**config.mk**
```make
export PLATFORM = sky130hd
export DESIGN_NAME = timestamp_capture_flat
export DESIGN_NICKNAME = d
export VERILOG_FILES = /design/src/rtl/timestamp_capture_if.sv /design/src/rtl/timestamp_capture.sv /design/src/flat_wrapper.sv
export SDC_FILE = /design/constraint.sdc
export NUM_CORES = 1
export LEC_CHECK = 0
export BUFFER_PORTS_ARGS = -buffer_cell sky130_fd_sc_hd__buf_4
export CELL_PAD_IN_SITES_DETAIL_PLACEMENT = 0
export CELL_PAD_IN_SITES_GLOBAL_PLACEMENT = 1
export CORE_UTILIZATION = 38
export CTS_BUF_LIST = sky130_fd_sc_hd__clkbuf_4
export DETAILED_ROUTE_END_ITERATION = 16
export PLACE_DENSITY = 0.7
export RECOVER_POWER = 100
export SLEW_MARGIN = 20
export SYNTH_ARGS = -nofsm -noshare
export SYNTH_HDL_FRONTEND = slang
export SYNTH_SLANG_ARGS = --single-unit
```
**constraint.sdc**
```tcl
create_clock -name clk -period 8.3 [get_ports clk]
set_clock_uncertainty 0.1 [all_clocks]
set_input_delay 0 -clock clk [delete_from_list [all_inputs] [get_ports clk]]
set_output_delay 0 -clock clk [all_outputs]
set_load 0.01 [all_outputs]
```
**src/rtl/timestamp_capture_if.sv**
```systemverilog
`default_nettype none
// ============================================================================
// Module   : timestamp_capture_if
// Brief    : Avalon-MM slave register bus for timestamp_capture.
// Revision : 1.0 - initial release
// ============================================================================
interface timestamp_capture_if;
  logic [3:0]  address;
  logic        read;
  logic        write;
  logic [31:0] writedata;
  logic [31:0] readdata;

  modport master (
    output address,
    output read,
    output write,
    output writedata,
    input  readdata
  );

  modport slave (
    input  address,
    input  read,
    input  write,
    input  writedata,
    output readdata
  );
endinterface : timestamp_capture_if
`default_nettype wire

```
**src/rtl/timestamp_capture.sv**
```systemverilog
`default_nettype none
// ============================================================================
// Module   : timestamp_capture
// Brief    : Captures count_in on edges of an async event into a FIFO read
//            over Avalon-MM. Optional macro TSCAP_IRQ_EN adds the irq output.
// Revision : 1.0 - initial release
// ============================================================================
module timestamp_capture #(
  parameter int DEPTH = 8
) (
  input  logic        clk,
  input  logic        reset_n,
  input  logic [31:0] count_in,
  input  logic        event_in,
  timestamp_capture_if.slave bus
`ifdef TSCAP_IRQ_EN
  ,
  output logic        irq
`endif
);

  localparam int             c_aw         = (DEPTH > 2) ? $clog2(DEPTH) : 1;
  localparam logic [c_aw:0]  c_full       = (c_aw + 1)'(DEPTH);
  localparam logic [3:0]     c_addr_data  = 4'd0;
  localparam logic [3:0]     c_addr_stat  = 4'd1;
  localparam logic [3:0]     c_addr_ctrl  = 4'd2;
  localparam logic [3:0]     c_addr_clear = 4'd3;

  logic              r_sync1;
  logic              r_sync2;
  logic              r_edge_q;
  logic              r_enable;
  logic              r_edge_sel;
  logic              r_overflow;
  logic [c_aw-1:0]   r_wptr;
  logic [c_aw-1:0]   r_rptr;
  logic [c_aw:0]     r_count;
  logic [31:0]       r_mem [DEPTH];

  logic              w_irq_en;
  logic              w_empty;
  logic              w_full;
  logic              w_edge;
  logic              w_push_req;
  logic              w_pop;
  logic              w_clear;
  logic              w_push;
  logic              w_ovf_set;
  logic [7:0]        w_occ;
  logic [31:0]       w_status;
  logic [31:0]       w_control;
  logic [31:0]       w_readdata;
  logic              w_unused;

  // Edge detector runs every cycle so toggling enable never fabricates an edge.
  always_ff @(posedge clk or negedge reset_n) begin
    if (!reset_n) begin
      r_sync1  <= 1'b0;
      r_sync2  <= 1'b0;
      r_edge_q <= 1'b0;
    end else begin
      r_sync1  <= event_in;
      r_sync2  <= r_sync1;
      r_edge_q <= r_sync2;
    end
  end

  assign w_edge     = r_edge_sel ? (~r_sync2 & r_edge_q) : (r_sync2 & ~r_edge_q);
  assign w_push_req = r_enable & w_edge;
  assign w_empty    = (r_count == '0);
  assign w_full     = (r_count == c_full);
  assign w_pop      = bus.read  & (bus.address == c_addr_data) & ~w_empty;
  assign w_clear    = bus.write & (bus.address == c_addr_clear);
  // A same-cycle pop frees a slot, so a full FIFO still accepts the push.
  assign w_push     = w_push_req & ~w_clear & (~w_full | w_pop);
  assign w_ovf_set  = w_push_req & ~w_clear & w_full & ~w_pop;

  always_ff @(posedge clk or negedge reset_n) begin
    if (!reset_n) begin
      r_enable   <= 1'b0;
      r_edge_sel <= 1'b0;
    end else if (bus.write && bus.address == c_addr_ctrl) begin
      r_enable   <= bus.writedata[0];
      r_edge_sel <= bus.writedata[1];
    end
  end

`ifdef TSCAP_IRQ_EN
  logic r_irq_en;
  logic r_irq;

  always_ff @(posedge clk or negedge reset_n) begin
    if (!reset_n) begin
      r_irq_en <= 1'b0;
      r_irq    <= 1'b0;
    end else begin
      if (bus.write && bus.address == c_addr_ctrl)
        r_irq_en <= bus.writedata[2];
      r_irq <= r_irq_en & (~w_empty | r_overflow);
    end
  end

  assign w_irq_en = r_irq_en;
  assign irq      = r_irq;
`else
  assign w_irq_en = 1'b0;
`endif

  always_ff @(posedge clk or negedge reset_n) begin
    if (!reset_n) begin
      r_wptr     <= '0;
      r_rptr     <= '0;
      r_count    <= '0;
      r_overflow <= 1'b0;
    end else if (w_clear) begin
      r_wptr     <= '0;
      r_rptr     <= '0;
      r_count    <= '0;
      r_overflow <= 1'b0;
    end else begin
      if (w_push)
        r_wptr <= r_wptr + 1'b1;
      if (w_pop)
        r_rptr <= r_rptr + 1'b1;
      if (w_push && !w_pop)
        r_count <= r_count + 1'b1;
      else if (w_pop && !w_push)
        r_count <= r_count - 1'b1;
      if (w_ovf_set)
        r_overflow <= 1'b1;
    end
  end

  // Storage is not reset; the pointers alone define valid contents.
  always_ff @(posedge clk) begin
    if (w_push)
      r_mem[r_wptr] <= count_in;
  end

  assign w_occ     = 8'(r_count);
  assign w_status  = {16'd0, w_occ, 5'd0, r_overflow, w_full, w_empty};
  assign w_control = {29'd0, w_irq_en, r_edge_sel, r_enable};

  always_comb begin
    w_readdata = 32'd0;
    if (bus.read) begin
      case (bus.address)
        c_addr_data: w_readdata = w_empty ? 32'd0 : r_mem[r_rptr];
        c_addr_stat: w_readdata = w_status;
        c_addr_ctrl: w_readdata = w_control;
        default:     w_readdata = 32'd0;
      endcase
    end
  end

  assign bus.readdata = w_readdata;
  assign w_unused     = ^bus.writedata[31:2];

endmodule : timestamp_capture
`default_nettype wire
```
**src/flat_wrapper.sv**
```systemverilog
// flat-port wrapper written by rule: the top's interface ports become plain ports
module timestamp_capture_flat 
#(
  parameter int DEPTH = 8
)
  (clk, reset_n, count_in, event_in, bus_address, bus_read, bus_write, bus_writedata, bus_readdata);
  timestamp_capture_if bus_i ();
  input  logic clk;
  input  logic reset_n;
  input  logic [31:0] count_in;
  input  logic event_in;
  input wire logic [$bits(bus_i.address)-1:0] bus_address;
  input wire logic [$bits(bus_i.read)-1:0] bus_read;
  input wire logic [$bits(bus_i.write)-1:0] bus_write;
  input wire logic [$bits(bus_i.writedata)-1:0] bus_writedata;
  output wire logic [$bits(bus_i.readdata)-1:0] bus_readdata;
  assign bus_i.address = bus_address;
  assign bus_i.read = bus_read;
  assign bus_i.write = bus_write;
  assign bus_i.writedata = bus_writedata;
  assign bus_readdata = bus_i.readdata;
  timestamp_capture #(.DEPTH(DEPTH)) u_core (.clk(clk), .reset_n(reset_n), .count_in(count_in), .event_in(event_in), .bus(bus_i));
endmodule
```
== After elaboration in Yosys (flattened, before gate mapping) ==
Memory sizes are Yosys's and may differ from the RTL's.
Cells that the tools add are included.

* Bits in registers: 16
* Memory bits (writable): 256
* Output and inout bits: 32
* Memories kept: 1

* Reductions and logical operators: 11
* Equality and inequality tests: 4
* Bitwise operators: 17
* Multiplexer cells: 15
* Add/sub/neg operators: 4

{| class="wikitable"
|+ Memory list
! memory !! depth !! bits a word !! rd ports !! clocked after memory_dff !! write ports !! line !! source
|-
| u_core.r_mem || 8 || 32 || 1 || 0 || 1 || timestamp_capture.sv:38 || <nowiki>logic [31:0] r_mem [DEPTH];</nowiki>
|}

{| class="wikitable"
|+ Operators with widths
! operator !! count
|-
| 32-bit case mux with 3 select lines || 1
|-
| 32-bit two-way mux || 2
|-
| 3-bit two-way mux || 4
|-
| 4-bit two-way mux || 3
|-
| 1-bit AND || 10
|-
| 4-bit by 2-bit == test with 1-bit output, second input constant || 2
|-
| 4-bit zero test || 2
|-
| 3-bit by 1-bit adder with 3-bit output, second input constant || 2
|-
| 1-bit NOT || 6
|-
| 2-bit nonzero test || 3
|-
| 1-bit two-way mux || 5
|-
| 4-bit by 1-bit adder with 4-bit output, second input constant || 1
|-
| 4-bit by 1-bit == test with 1-bit output, second input constant || 1
|-
| 4-bit == test, second input constant || 1
|-
| 4-bit by 1-bit subtractor with 4-bit output, second input constant || 1
|-
| 1-bit logical AND || 3
|-
| 3-bit nonzero test || 1
|-
| 1-bit zero test || 2
|-
| 1-bit bitwise OR || 1
|}

== Longest topological paths before layout ==
* Depth in word-level cells: 11
* Depth in mapped cells: 12

== Worst setup path after synthesis ==
No wires, ideal clock.

* Path type: register -> register
* Start: register u_core.r_edge_sel
* End: memory u_core.r_mem[0][0], enable pin
* Cell stages (with the launch flop): 5
* Data arrival time: 4.183 ns
* Setup time: 0.502 ns
* Clock period less this slack: 4.785 ns
* Slack: 3.515 ns
* Cells stage by stage: dfrtp_1 > nor4bb_1 > a31o_2 > nand3_2 > nor4_1

* Longest elaborated chain between the ends: 6

{| class="wikitable"
|+ RTL lines
! element !! line !! source
|-
| start: declaration || timestamp_capture.sv:33 || <nowiki>logic r_edge_sel;</nowiki>
|-
| start signal: assignment || timestamp_capture.sv:84 || <nowiki>r_edge_sel <= bus.writedata[1];</nowiki>
|-
| 1-bit two-way mux || timestamp_capture.sv:68 || <nowiki>assign w_edge = r_edge_sel ? (~r_sync2 & r_edge_q) : (r_sync2 & ~r_edge_q);</nowiki>
|-
| 1-bit AND || timestamp_capture.sv:69 || <nowiki>assign w_push_req = r_enable & w_edge;</nowiki>
|-
| 1-bit AND (2 in series) || timestamp_capture.sv:75 || <nowiki>assign w_push = w_push_req & ~w_clear & (~w_full | w_pop);</nowiki>
|-
| 1-bit two-way mux || timestamp_capture.sv:136 || <nowiki>if (w_push)</nowiki>
|-
| 1-bit two-way mux (not written as such) || timestamp_capture.sv:137 || <nowiki>r_mem[r_wptr] <= count_in;</nowiki>
|-
| end: declaration || timestamp_capture.sv:38 ||
|}

No other way between the ends.

== Worst setup path after layout ==
* Start: register u_core.r_rptr[0]
* End: output port bus_readdata[1]

* Longest elaborated chain between the ends: 4

{| class="wikitable"
|+ RTL lines
! element !! line !! source
|-
| start: declaration || timestamp_capture.sv:36 || <nowiki>logic [c_aw-1:0] r_rptr;</nowiki>
|-
| start signal: assignment || timestamp_capture.sv:124 || <nowiki>r_rptr <= r_rptr + 1'b1;</nowiki>
|-
| memory 8 x 32 bit || - ||
|-
| 32-bit two-way mux || timestamp_capture.sv:148 || <nowiki>c_addr_data: w_readdata = w_empty ? 32'd0 : r_mem[r_rptr];</nowiki>
|-
| 32-bit case mux with 3 select lines || timestamp_capture.sv:147 || <nowiki>case (bus.address)</nowiki>
|-
| 32-bit two-way mux || timestamp_capture.sv:146 || <nowiki>if (bus.read) begin</nowiki>
|-
| end: declaration || flat_wrapper.sv:16 || <nowiki>output wire logic [$bits(bus_i.readdata)-1:0] bus_readdata;</nowiki>
|}

No other way between the ends.

==> flow_summary.ini <==
[global_routing]
antenna_found_initial = 0
overflow = 0
first_global_vias = 6139
grtUsageTotal_pct = 15.8
grt_pass1_wl_mm = 33.7
grt_max_degree = 66

[floorplanning]
ios = 105
initial_core_util_pct = 38.7
die_area_um2 = 29000
die_y_um = 170
coreArea_um2 = 27800
std_cell_rows = 61
die_x_um = 170

[clock_network]
cts_resized = 0
clock_latency_ns = 0.64
postCtsHoldBufs = 72
cts_made_buffers = 67
cts_max_path_buffers = 3
clk_pin_slew_ns = 0.07
cts.sinks = 272
htreeDepth = 3
cts_setup_buffers = 0
cts_tree = yes
root_buffer = clkbuf_4

[power]
clkPwrFrac_pct = 30.8
ir_drop_mv = 0.141
p_seq_share_pct = 51.1
p_leak_uw = 0.00418
switching_power_uw = 860
p_per_area_nw_per_um2 = 257
comb_power_share_pct = 18.1
finalPower_uw = 3340
switching_share_pct = 25.8
p_int_uw = 2480

[routing]
routed_wirelength_mm = 21.7
avgRoutedWirePerCell_um = 19.3
dr.pass1.iters = 6
drtIter0Drc = 371
viasPerCell = 4.97
drc = 0
final_antenna_net_count = 0
vias = 5604

[placed_design]
numPortBuffers = 74
dp_hpwl_mm = 11.1
globalplace.congestion = 0.724

[yosys]
ys_warn_count = 0
synth_edf_count = 256
synth_cell_types = 44
synth_nets = 597
synthesis.area_um2 = 10800
ys_ff_latch = 272
ys_seq_area_share_pct = 75.2
synth-main-ff-cell = edfxtp_1
synth-async-reset-ratio_pct = 5.88
netlist_instances = 518
syn_area_per_cell_um2 = 20.8

[worst_setup_path]
critPathLaunchType = flip-flop
cp.required_ns = 8.20
end_kind = output port
cp_max_fo = 36
crit_arrival_ns = 4.89
critical_path_class = reg2out

[status]
violations = max-capacitance violations, max-slew violations
status = finished with violations

[finish]
layout-drive-gt1-share_pct = 27.4
fin_nets = 792
diodes = 0
area_growth_pct = 20.9

[timing]
drv_slew = 360
finalHoldViolCount = 0
grt_setup_unrepaired = false
max_freq_mhz = 200
worst_slew_pin_slew_ns = 3.24
fin_setup_tns_ns = 0
setup_viol = 0
slew_headroom_pct = -116
fin_crit_ns = 4.99
min_period_over_period_pct = 60.1

[run]
maxCapViolCount = 10

[hold_path]
hold_class = in2reg
## flip-flops by register name (all words and copies together), names as in the netlist
| name | flops |
|---|---|
| u_core.r_count | 4 |
| u_core.r_edge_q | 1 |
| u_core.r_edge_sel | 1 |
| u_core.r_enable | 1 |
| u_core.r_mem | 256 |
| u_core.r_overflow | 1 |
| u_core.r_rptr | 3 |
| u_core.r_sync1 | 1 |
| u_core.r_sync2 | 1 |
| u_core.r_wptr | 3 |
## Yosys cell counts (all sizes together) (2+ instances only)
| cell | number | area [um2] |
|---|---|---|
| xor2 | 2 | 17.5 |
| nor4b | 4 | 60.1 |
| edfxtp | 256 | 7690 |
| mux2i | 33 | 330 |
| a21oi | 8 | 40.0 |
| a31oi | 2 | 12.5 |
| and4b | 2 | 20.0 |
| or4 | 2 | 15.0 |
| nand2 | 10 | 37.5 |
| o21ai | 9 | 45.0 |
| nor2b | 3 | 18.8 |
| ha | 5 | 62.6 |
| nand2b | 2 | 12.5 |
| inv | 6 | 22.5 |
| nand3 | 8 | 45.0 |
| clkbuf | 6 | 22.5 |
| buf | 24 | 129 |
| dfrtp | 16 | 400 |
| mux4 | 64 | 1440 |
| mux2 | 3 | 33.8 |
| nor2 | 35 | 131 |
## cell usage in the layout, fill, tap and decap left out, drive strengths merged, types with 3 or more instances in the layout
master       instances
edfxtp             256
clkbuf             162
dlygate4sd3         72
mux4                64
nor2                35
mux2i               33
dfrtp               16
buf                 12
nand2               10
o21ai                9
inv                  9
clkinv               9
a21oi                8
nand3                8
ha                   5
nor4b                4
nor2b                3
mux2                 3
## kinds of logic (layout without fill, tap and decap cells)
| kind of cell | after synthesis | count (layout) | synth area share, % |
|---|---|---|---|
| compound gates | 26 | 26 | 1.54 |
| xor+xnor | 2 | 2 | 0.163 |
| fa+ha+maj | 6 | 6 | 0.768 |
| buf+inv | 36 | 267 | 1.62 |
| flops | 272 | 272 | 75.2 |
| mux | 100 | 100 | 16.8 |
| simple gates | 76 | 76 | 3.90 |
## power groups by stage
stage                     clock network [uW]  registers, uW  logic [uW]
final                                   1030           1700         605
after global routing                    1130           1720         670
after CTS                               1060           1720         597
after detailed placement                   0           1750         560
after global placement                     0           1740         549
after floorplan                            0           1620         525
## per-layer routing
layer  global-route usage, %  vias up  wire [um]
li1                        -     2539          -
met1                    20.3     2884       9590
met2                    26.2      140      10700
met3                    3.51       41       1040
met4                    5.84        0        416
met5                       0        -          0
## path summary, 6_finish.rpt
check                                 start           endpoint  slack [ns]  cells past startpoint
min in group asynchronous           reset_n   u_core.r_rptr[1]        0.42                      3
min reg2reg                  u_core.r_sync1     u_core.r_sync2        0.28                      0
max in group asynchronous           reset_n   u_core.r_rptr[0]        7.12                      3
max                        u_core.r_rptr[0]    bus_readdata[1]        3.31                      5
max reg2reg                u_core.r_rptr[0]   u_core.r_rptr[2]        4.10                      5
min                                bus_read  u_core.r_overflow        0.09                      5
## worst max-delay path, cell delays in order, from the launching register on
cell      delay (ns)
dfrtp_4         0.77
clkbuf_1        2.13
mux4_2          0.70
mux2i_1         0.26
o22ai_1         0.15
clkbuf_1        0.16
## final cells by class
cell class                      instances  area [um2]
Sequential cell                       272        8090
Multi-Input combinational cell        210        2480
Clock buffer                           90         676
Tap cell                              378         473
Timing Repair Buffer                  156        1160
Fill cell                            2424       14800
Clock inverter                         15        97.6
Inverter                                6        22.5
## stage by stage
stage / area, um2 / setup slack (ns) / utilization (%) / cells / hold WS, ns
final: 13000 / 3.31 / 46.8 / 1127 / 0.0880
after global placement: 11800 / 5.33 / 42.3 / 950 / -0.230
after global routing: 13000 / 2.66 / 46.8 / 1127 / 0.0834
after detailed placement: 11800 / 5.29 / 42.3 / 950 / -0.229
after floorplan: 10800 / 3.52 / - / 518 / -0.396
after CTS: 13300 / 4.76 / 47.7 / 1127 / 0.000671
(Power assumes the default switching activity.)
